File: src/rtl/vram_pkg.sv
// vram_pkg: shared command/state types and default widths for vram_port.
//   VRAM_AW / VRAM_DW : default address / data widths
//   vram_cmd_t        : queued request {we, addr, data}
//   vram_state_t      : sequencer states
package vram_pkg;

    localparam int VRAM_AW = 16;
    localparam int VRAM_DW = 16;

    typedef struct packed {
        logic               we;
        logic [VRAM_AW-1:0] addr;
        logic [VRAM_DW-1:0] data;
    } vram_cmd_t;

    typedef enum logic [1:0] {IDLE, ISSUE, WAIT_RD} vram_state_t;

endpackage

File: src/rtl/vram_port_sync_fifo.sv
// sync_fifo: in-order FIFO with up to two pushes per cycle and a registered head.
//   clk, reset_n  : clock, asynchronous active-low reset
//   push_a, din_a : first entry written this cycle
//   push_b, din_b : second entry, queued behind din_a when both push
//   pop           : drop the head (ignored when empty)
//   empty, count  : occupancy after the current edge
//   head          : registered copy of the oldest entry, valid when !empty
// The caller guarantees there is room for every push it makes.
module sync_fifo #(
    parameter  int WIDTH = 8,
    parameter  int DEPTH = 4,
    localparam int PW    = $clog2(DEPTH),
    localparam int CW    = $clog2(DEPTH) + 1
) (
    input  logic             clk,
    input  logic             reset_n,
    input  logic             push_a,
    input  logic [WIDTH-1:0] din_a,
    input  logic             push_b,
    input  logic [WIDTH-1:0] din_b,
    input  logic             pop,
    output logic             empty,
    output logic [CW-1:0]    count,
    output logic [WIDTH-1:0] head
);

    logic [WIDTH-1:0] mem [DEPTH];
    logic [PW-1:0]    wr_ptr, rd_ptr, rd_ptr_n;
    logic [CW-1:0]    kept;
    logic [WIDTH-1:0] head_n;
    logic             do_pop;

    // The next head comes from storage if older entries survive the pop,
    // otherwise from whichever entry is being pushed first this cycle.
    always_comb begin
        do_pop   = pop && count != '0;
        rd_ptr_n = rd_ptr + PW'(do_pop);
        kept     = count - CW'(do_pop);
        head_n   = kept != '0 ? mem[rd_ptr_n] : push_a ? din_a : push_b ? din_b : head;
    end

    always_ff @(posedge clk) begin
        if (push_a) mem[wr_ptr] <= din_a;
        if (push_b) mem[wr_ptr + PW'(push_a)] <= din_b;
    end

    always_ff @(posedge clk or negedge reset_n) begin
        if (!reset_n) begin
            wr_ptr <= '0;
            rd_ptr <= '0;
            count  <= '0;
            head   <= '0;
        end else begin
            wr_ptr <= wr_ptr + PW'(push_a) + PW'(push_b);
            rd_ptr <= rd_ptr_n;
            count  <= count + CW'(push_a) + CW'(push_b) - CW'(do_pop);
            head   <= head_n;
        end
    end

    assign empty = count == '0;

endmodule

File: src/rtl/vram_port.sv
// vram_port: queues game-side write/read requests and issues them in order to the
// frame-store controller over a req/ack handshake, buffering returned read data.
//   clk, reset_n                   : clock, asynchronous active-low reset
//   write, writeaddr, writedata    : write request (one cycle = one request)
//   read, readaddr                 : read request (one cycle = one request)
//   wr_full                        : command queue has fewer than two free slots
//   rd_empty, readdata, rd_pop     : read-data queue status, head, consume
//   mem_req, mem_we, mem_addr,
//   mem_wdata, mem_ack             : memory transaction handshake
//   mem_rvalid, mem_rdata          : returned read data
//   overflow                       : sticky, a request arrived while wr_full
//   busy                           : sequencer active or commands queued
module vram_port
    import vram_pkg::*;
#(
    parameter int AW        = VRAM_AW,
    parameter int DW        = VRAM_DW,
    parameter int CMD_DEPTH = 4,
    parameter int RD_DEPTH  = 4
) (
    input  logic          clk,
    input  logic          reset_n,
    input  logic          write,
    input  logic [AW-1:0] writeaddr,
    input  logic [DW-1:0] writedata,
    input  logic          read,
    input  logic [AW-1:0] readaddr,
    output logic          wr_full,
    output logic          rd_empty,
    output logic [DW-1:0] readdata,
    input  logic          rd_pop,
    output logic          mem_req,
    output logic          mem_we,
    output logic [AW-1:0] mem_addr,
    output logic [DW-1:0] mem_wdata,
    input  logic          mem_ack,
    input  logic          mem_rvalid,
    input  logic [DW-1:0] mem_rdata,
    output logic          overflow,
    output logic          busy
);

    localparam int CMD_W = 1 + AW + DW;
    localparam int CCW   = $clog2(CMD_DEPTH) + 1;
    localparam int RCW   = $clog2(RD_DEPTH) + 1;

    vram_state_t      state, state_n;
    logic [CMD_W-1:0] cmd_head;
    logic [CCW-1:0]   cmd_count;
    logic [RCW-1:0]   rd_count;
    logic             cmd_empty, cmd_pop, rd_push;
    logic             push_w, push_r, head_we, start;

    // Both requests share one room check; two free slots are always kept,
    // so a same-cycle write+read never splits.
    assign wr_full = cmd_count >= CCW'(CMD_DEPTH - 1);
    assign push_w  = write && !wr_full;
    assign push_r  = read && !wr_full;
    assign head_we = cmd_head[CMD_W-1];

    sync_fifo #(.WIDTH(CMD_W), .DEPTH(CMD_DEPTH)) u_cmd (
        .clk     (clk),
        .reset_n (reset_n),
        .push_a  (push_w),
        .din_a   ({1'b1, writeaddr, writedata}),
        .push_b  (push_r),
        .din_b   ({1'b0, readaddr, {DW{1'b0}}}),
        .pop     (cmd_pop),
        .empty   (cmd_empty),
        .count   (cmd_count),
        .head    (cmd_head)
    );

    sync_fifo #(.WIDTH(DW), .DEPTH(RD_DEPTH)) u_rd (
        .clk     (clk),
        .reset_n (reset_n),
        .push_a  (rd_push),
        .din_a   (mem_rdata),
        .push_b  (1'b0),
        .din_b   ({DW{1'b0}}),
        .pop     (rd_pop),
        .empty   (rd_empty),
        .count   (rd_count),
        .head    (readdata)
    );

    always_ff @(posedge clk or negedge reset_n) begin
        if (!reset_n) state <= IDLE;
        else          state <= state_n;
    end

    // A read only starts when its data is sure to find a slot; no read is
    // outstanding while IDLE, so the buffered count alone decides.
    always_comb begin
        state_n = state;
        unique case (state)
            IDLE:    if (!cmd_empty && (head_we || rd_count < RCW'(RD_DEPTH))) state_n = ISSUE;
            ISSUE:   if (mem_ack) state_n = mem_we ? IDLE : WAIT_RD;
            WAIT_RD: if (mem_rvalid) state_n = IDLE;
            default: state_n = IDLE;
        endcase
    end

    always_comb begin
        mem_req = state == ISSUE;
        cmd_pop = state == ISSUE && mem_ack;
        rd_push = state == WAIT_RD && mem_rvalid;
        start   = state == IDLE && state_n == ISSUE;
        busy    = state != IDLE || !cmd_empty;
    end

    // Transaction fields are captured once on entry to ISSUE so they stay
    // stable through the handshake and hold afterwards.
    always_ff @(posedge clk or negedge reset_n) begin
        if (!reset_n) begin
            mem_we    <= 1'b0;
            mem_addr  <= '0;
            mem_wdata <= '0;
        end else if (start) begin
            mem_we    <= head_we;
            mem_addr  <= cmd_head[DW +: AW];
            mem_wdata <= cmd_head[DW-1:0];
        end
    end

    always_ff @(posedge clk or negedge reset_n) begin
        if (!reset_n)                           overflow <= 1'b0;
        else if ((write || read) && wr_full)    overflow <= 1'b1;
    end

endmodule

File: config.mk
export PLATFORM = sky130hd
export DESIGN_NAME = vram_port
export DESIGN_NICKNAME = d
export VERILOG_FILES = /design/src/rtl/vram_pkg.sv /design/src/rtl/vram_port_sync_fifo.sv /design/src/rtl/vram_port.sv
export SDC_FILE = /design/constraint.sdc
export NUM_CORES = 1
export LEC_CHECK = 0
export BUFFER_PORTS_ARGS = -buffer_cell sky130_fd_sc_hd__buf_2
export CAP_MARGIN = 20
export CORE_MARGIN = 2
export CORE_UTILIZATION = 64
export CTS_CLUSTER_DIAMETER = 80
export DETAILED_ROUTE_END_ITERATION = 7
export PLACE_DENSITY_LB_ADDON = 0.12
export SLEW_MARGIN = 20
export SYNTH_ARGS = -nofsm -noshare
export SYNTH_HDL_FRONTEND = slang
export SYNTH_SLANG_ARGS = --single-unit
File: constraint.sdc
create_clock -name clk -period 6.4 [get_ports clk]
set_input_delay 0.64 -clock clk [delete_from_list [all_inputs] [get_ports clk]]
set_output_delay 0.64 -clock clk [all_outputs]
set_load 0.01 [all_outputs]
==> parameters.txt <==
Parameter                              Value

Worst setup path
  Category of the most critical setup path    reg -> reg
  Endpoint of the worst setup timing path    u_cmd.mem[2][29]
  R2R depth    9
  Endpoint type of the worst setup path    register
  Beginning of the worst register-to-register path    u_cmd.count[2]
  Arrival time of the worst setup path    4200 ps
  Worst path required time    6530 ps
  Crit start category    register
  Max FO, Critical Path    17
  Worst Setup SP    u_cmd.count[2]
  Slowest library cell on the worst path    sky130_fd_sc_hd__dfrtp_1
  Worst r2r dst    u_cmd.mem[2][29]
  Cell mode on critical path    sky130_fd_sc_hd__ha_1
  Sequence of cells on the critical path    inv_2, ha_1, o21ai_0, and3_2, ha_1, nand2b_1, nor2_1, o221ai_2, inv_1
  Maximum cell stage delay along the critical path    830 ps
  FF-to-FF setup slack    2340 ps

Yosys
  Count of synthesis-stage warnings from yosys    0
  Distinct cells, synth    55
  Most used standard cell by instance count after synthesis    sky130_fd_sc_hd__nand2_1
  Synth top area share    0.299
  Cell area after synthesis    12800 um2
  Fraction of the yosys area taken by sequential cells    0.598
  Predominant post-synthesis flop cell    sky130_fd_sc_hd__edfxtp_1
  Post-synthesis cell count    1024
  Net count after synthesis    1109
  Most used standard cells in the synthesized netlist    sky130_fd_sc_hd__nand2_1 (212), sky130_fd_sc_hd__edfxtp_1 (128), sky130_fd_sc_hd__dfrtp_1 (99)
  Average footprint of a synthesized cell    12.5 um2
  FFs w/ async S/R, synth    0.336
  Synth area leaders    sky130_fd_sc_hd__edfxtp_1 (30%), sky130_fd_sc_hd__dfrtp_1 (19%), sky130_fd_sc_hd__dfxtp_1 (11%)
  Flop and latch count out of synthesis    295
  Library cell occupying the most area in the post-synthesis netlist    sky130_fd_sc_hd__edfxtp_1
  Count of flip-flops with a built-in enable after synthesis    128

Floorplanning
  Core area    19600 um2
  Total Die Area    21200 um2
  Initial Utilization    0.655
  Number of placement rows    51
  Top-level port count    125
  Die Span Y    146 um
  Width of the chip    146 um

Global routing
  Most heavily used metal layer in global routing    met2
  Antenna violations before repair    2
  Aggregate global routing overflow    0
  Global Route met2 Usage    0.473
  Vias in the first global route    8788
  Gr usage total    0.286
  Largest net degree at the start of global routing    55
  Global Route met1 Usage    0.400
  Wire length of the first global-routing pass    48300 um
  Global-route track usage on met3    0.0445

CTS
  Root Buffer Master    sky130_fd_sc_hd__clkbuf_16
  # hold bufs at CTS    0
  Clock network latency to the later pin of the worst-skew pair    540 ps
  Number of buffers inserted during clock tree synthesis    29
  H-tree lvl count    1
  Maximum clock insertion buffer count    3
  Sink count of the clock tree    295
  Clock slew at reported path FFs    60 ps
  Post-CTS Repair Setup Buffers    0
  CTS tree    yes
  Total of cells resized after clock tree synthesis    0

Timing
  # setup viols final    0
  Worst Max-Slew Pin Slew    1080 ps
  Unrepaired setup endpoints after global routing    false
  Final Critical Period    4060 ps
  Worst hold margin    115 ps
  Max-slew headroom at the worst pin    0.281
  Final clock period utilization by the worst path    0.635
  Clock skew    7.29 ps
  Final-report max-slew violation count    0
  Total negative slack    0 ps
  Smallest setup slack after layout    2340 ps
  Top achievable clock speed    0.246 GHz
  Endpoints failing hold    0

Routing
  Total via count after detailed routing    8904
  Overall routed net length    30100 um
  Via count normalized by instance count    6.30
  DRT antenna net count    0
  DR iter-0 viols    751
  First-pass DRT Iterations    5
  Remaining routing DRC violations    0
  Detailed-route wire length per cell    21.3 um

Finish
  Synthesis-to-layout area growth    13.8%
  Total area of multi-input combinational cells    4810 um2
  Final-stage net count    1209
  Finished Cell Area    14600 um2
  Filler cells    1285
  Share of final-layout standard cells stronger than drive strength 1    0.256
  Area occupied by registers    7680 um2

Run
  Number of max-cap violations    0

Outcome
  Run status    complete, no violations

Placed design
  HPWL after detailed placement    18300 um
  Gpl congestion    0.821
  Place WS    2450 ps
  Placement Cell Area    13600 um2
  Total of buffers placed on input and output ports    124

Pwr
  Total power divided by cell area    562 nW/um2
  IR Drop Worst-Case VDD    0.375 mV
  Static leakage power    5.88 nW

Hold path
  Classification of the worst-slack hold path    in -> async
-- per-layer routing --
metal | wire, um | vias up
li1 | - | 4004
met1 | 12600 | 4442
met2 | 14500 | 405
met3 | 2310 | 51
met4 | 690 | 2
met5 | 13 | -
-- cells in the final DEF, fill, tap and decap left out, types with 4 or more instances in the layout --
cell type	n
sky130_fd_sc_hd__a31oi_1	15
sky130_fd_sc_hd__ha_1	11
sky130_fd_sc_hd__nor3_4	4
sky130_fd_sc_hd__o21ai_0	28
sky130_fd_sc_hd__nand2_1	212
sky130_fd_sc_hd__clkinv_1	5
sky130_fd_sc_hd__dfrtp_1	99
sky130_fd_sc_hd__mux4_2	18
sky130_fd_sc_hd__buf_4	15
sky130_fd_sc_hd__edfxtp_1	128
sky130_fd_sc_hd__inv_1	15
sky130_fd_sc_hd__a221oi_1	19
sky130_fd_sc_hd__clkbuf_16	29
sky130_fd_sc_hd__clkinv_2	9
sky130_fd_sc_hd__a32o_1	15
sky130_fd_sc_hd__xor2_1	4
sky130_fd_sc_hd__dfxtp_1	68
sky130_fd_sc_hd__mux2_2	33
sky130_fd_sc_hd__buf_2	123
sky130_fd_sc_hd__o21ai_1	6
sky130_fd_sc_hd__a21oi_1	51
sky130_fd_sc_hd__mux2i_1	48
sky130_fd_sc_hd__nor4_4	4
sky130_fd_sc_hd__xnor2_1	5
sky130_fd_sc_hd__bufinv_16	4
sky130_fd_sc_hd__a221oi_2	29
sky130_fd_sc_hd__a22o_1	64
sky130_fd_sc_hd__nand2b_1	6
sky130_fd_sc_hd__nor2_1	29
-- worst min path at each step --
| stage | startpoint | to | cells past startpoint |
|---|---|---|---|
| floorplan | reset_n | mem_addr[0] | 0 |
| global placement | u_cmd.mem[1][15] | u_cmd.mem[1][15] | 2 |
| detailed placement | u_cmd.mem[1][13] | u_cmd.mem[1][13] | 2 |
| CTS | reset_n | u_rd.head[7] | 1 |
| global route | reset_n | u_rd.head[4] | 1 |
| finish | reset_n | u_rd.head[4] | 1 |
-- per-stage QoR --
stage / utilization / total power, W / instances
2_1_floorplan: - / 0.00556 / 1024
3_3_place_gp: 0.695 / 0.00634 / 1357
3_5_place_dp: 0.695 / 0.00646 / 1357
4_1_cts: 0.745 / 0.00821 / 1411
5_1_grt: 0.746 / 0.00867 / 1413
6_report: 0.746 / 0.00821 / 1413
-- state kept, by name (all words and copies together), names as in the netlist --
name,cells
u_cmd.head,33
u_cmd.rd_ptr,2
u_cmd.count,3
u_rd.count,3
state,2
mem_wdata,16
overflow,1
u_rd.rd_ptr,2
mem_addr,16
mem_we,1
u_cmd.mem,132
u_cmd.wr_ptr,2
u_rd.mem,64
u_rd.head,16
u_rd.wr_ptr,2
-- report_power, final --
part	switching, W	total [W]	internal [W]
sequential	0.000433	0.00318	0.00274
combinational	0.00188	0.00329	0.00142
clock	0.000717	0.00174	0.00102
total	0.00303	0.00821	0.00518
-- area by class of cell --
class                   instances  share of cell area
flip-flops and latches        295               0.526
multi-input cells             641               0.329
clock buffers                  34              0.0530
repair buffers                139              0.0508
well taps                     265              0.0227
clock inverters                20              0.0140
inverters                      18             0.00462
diodes                          1            0.000171
-- logic make-up (layout without fill, tap and decap cells) --
logic type	count (synthesis)	count (layout)	share of synthesized area
other	0	1	0
buffers and inverters	88	211	0.0334
adder cells (fa/ha/maj)	14	14	0.0154
AO/OA/AOI/OAI	237	237	0.150
XOR/XNOR	11	11	0.00897
flip-flops	295	295	0.598
multiplexers	99	99	0.0979
AND/OR/NAND/NOR	280	280	0.0960
-- worst max-delay path, delay by kind of cell (launching register included) --
family / cells / cell delay (ps)
compound gates: 2 / 970
flops: 1 / 830
buf+inv: 2 / 760
simple gates: 3 / 690
fa+ha+maj: 2 / 400
Power figures use the tool's default switching activity.
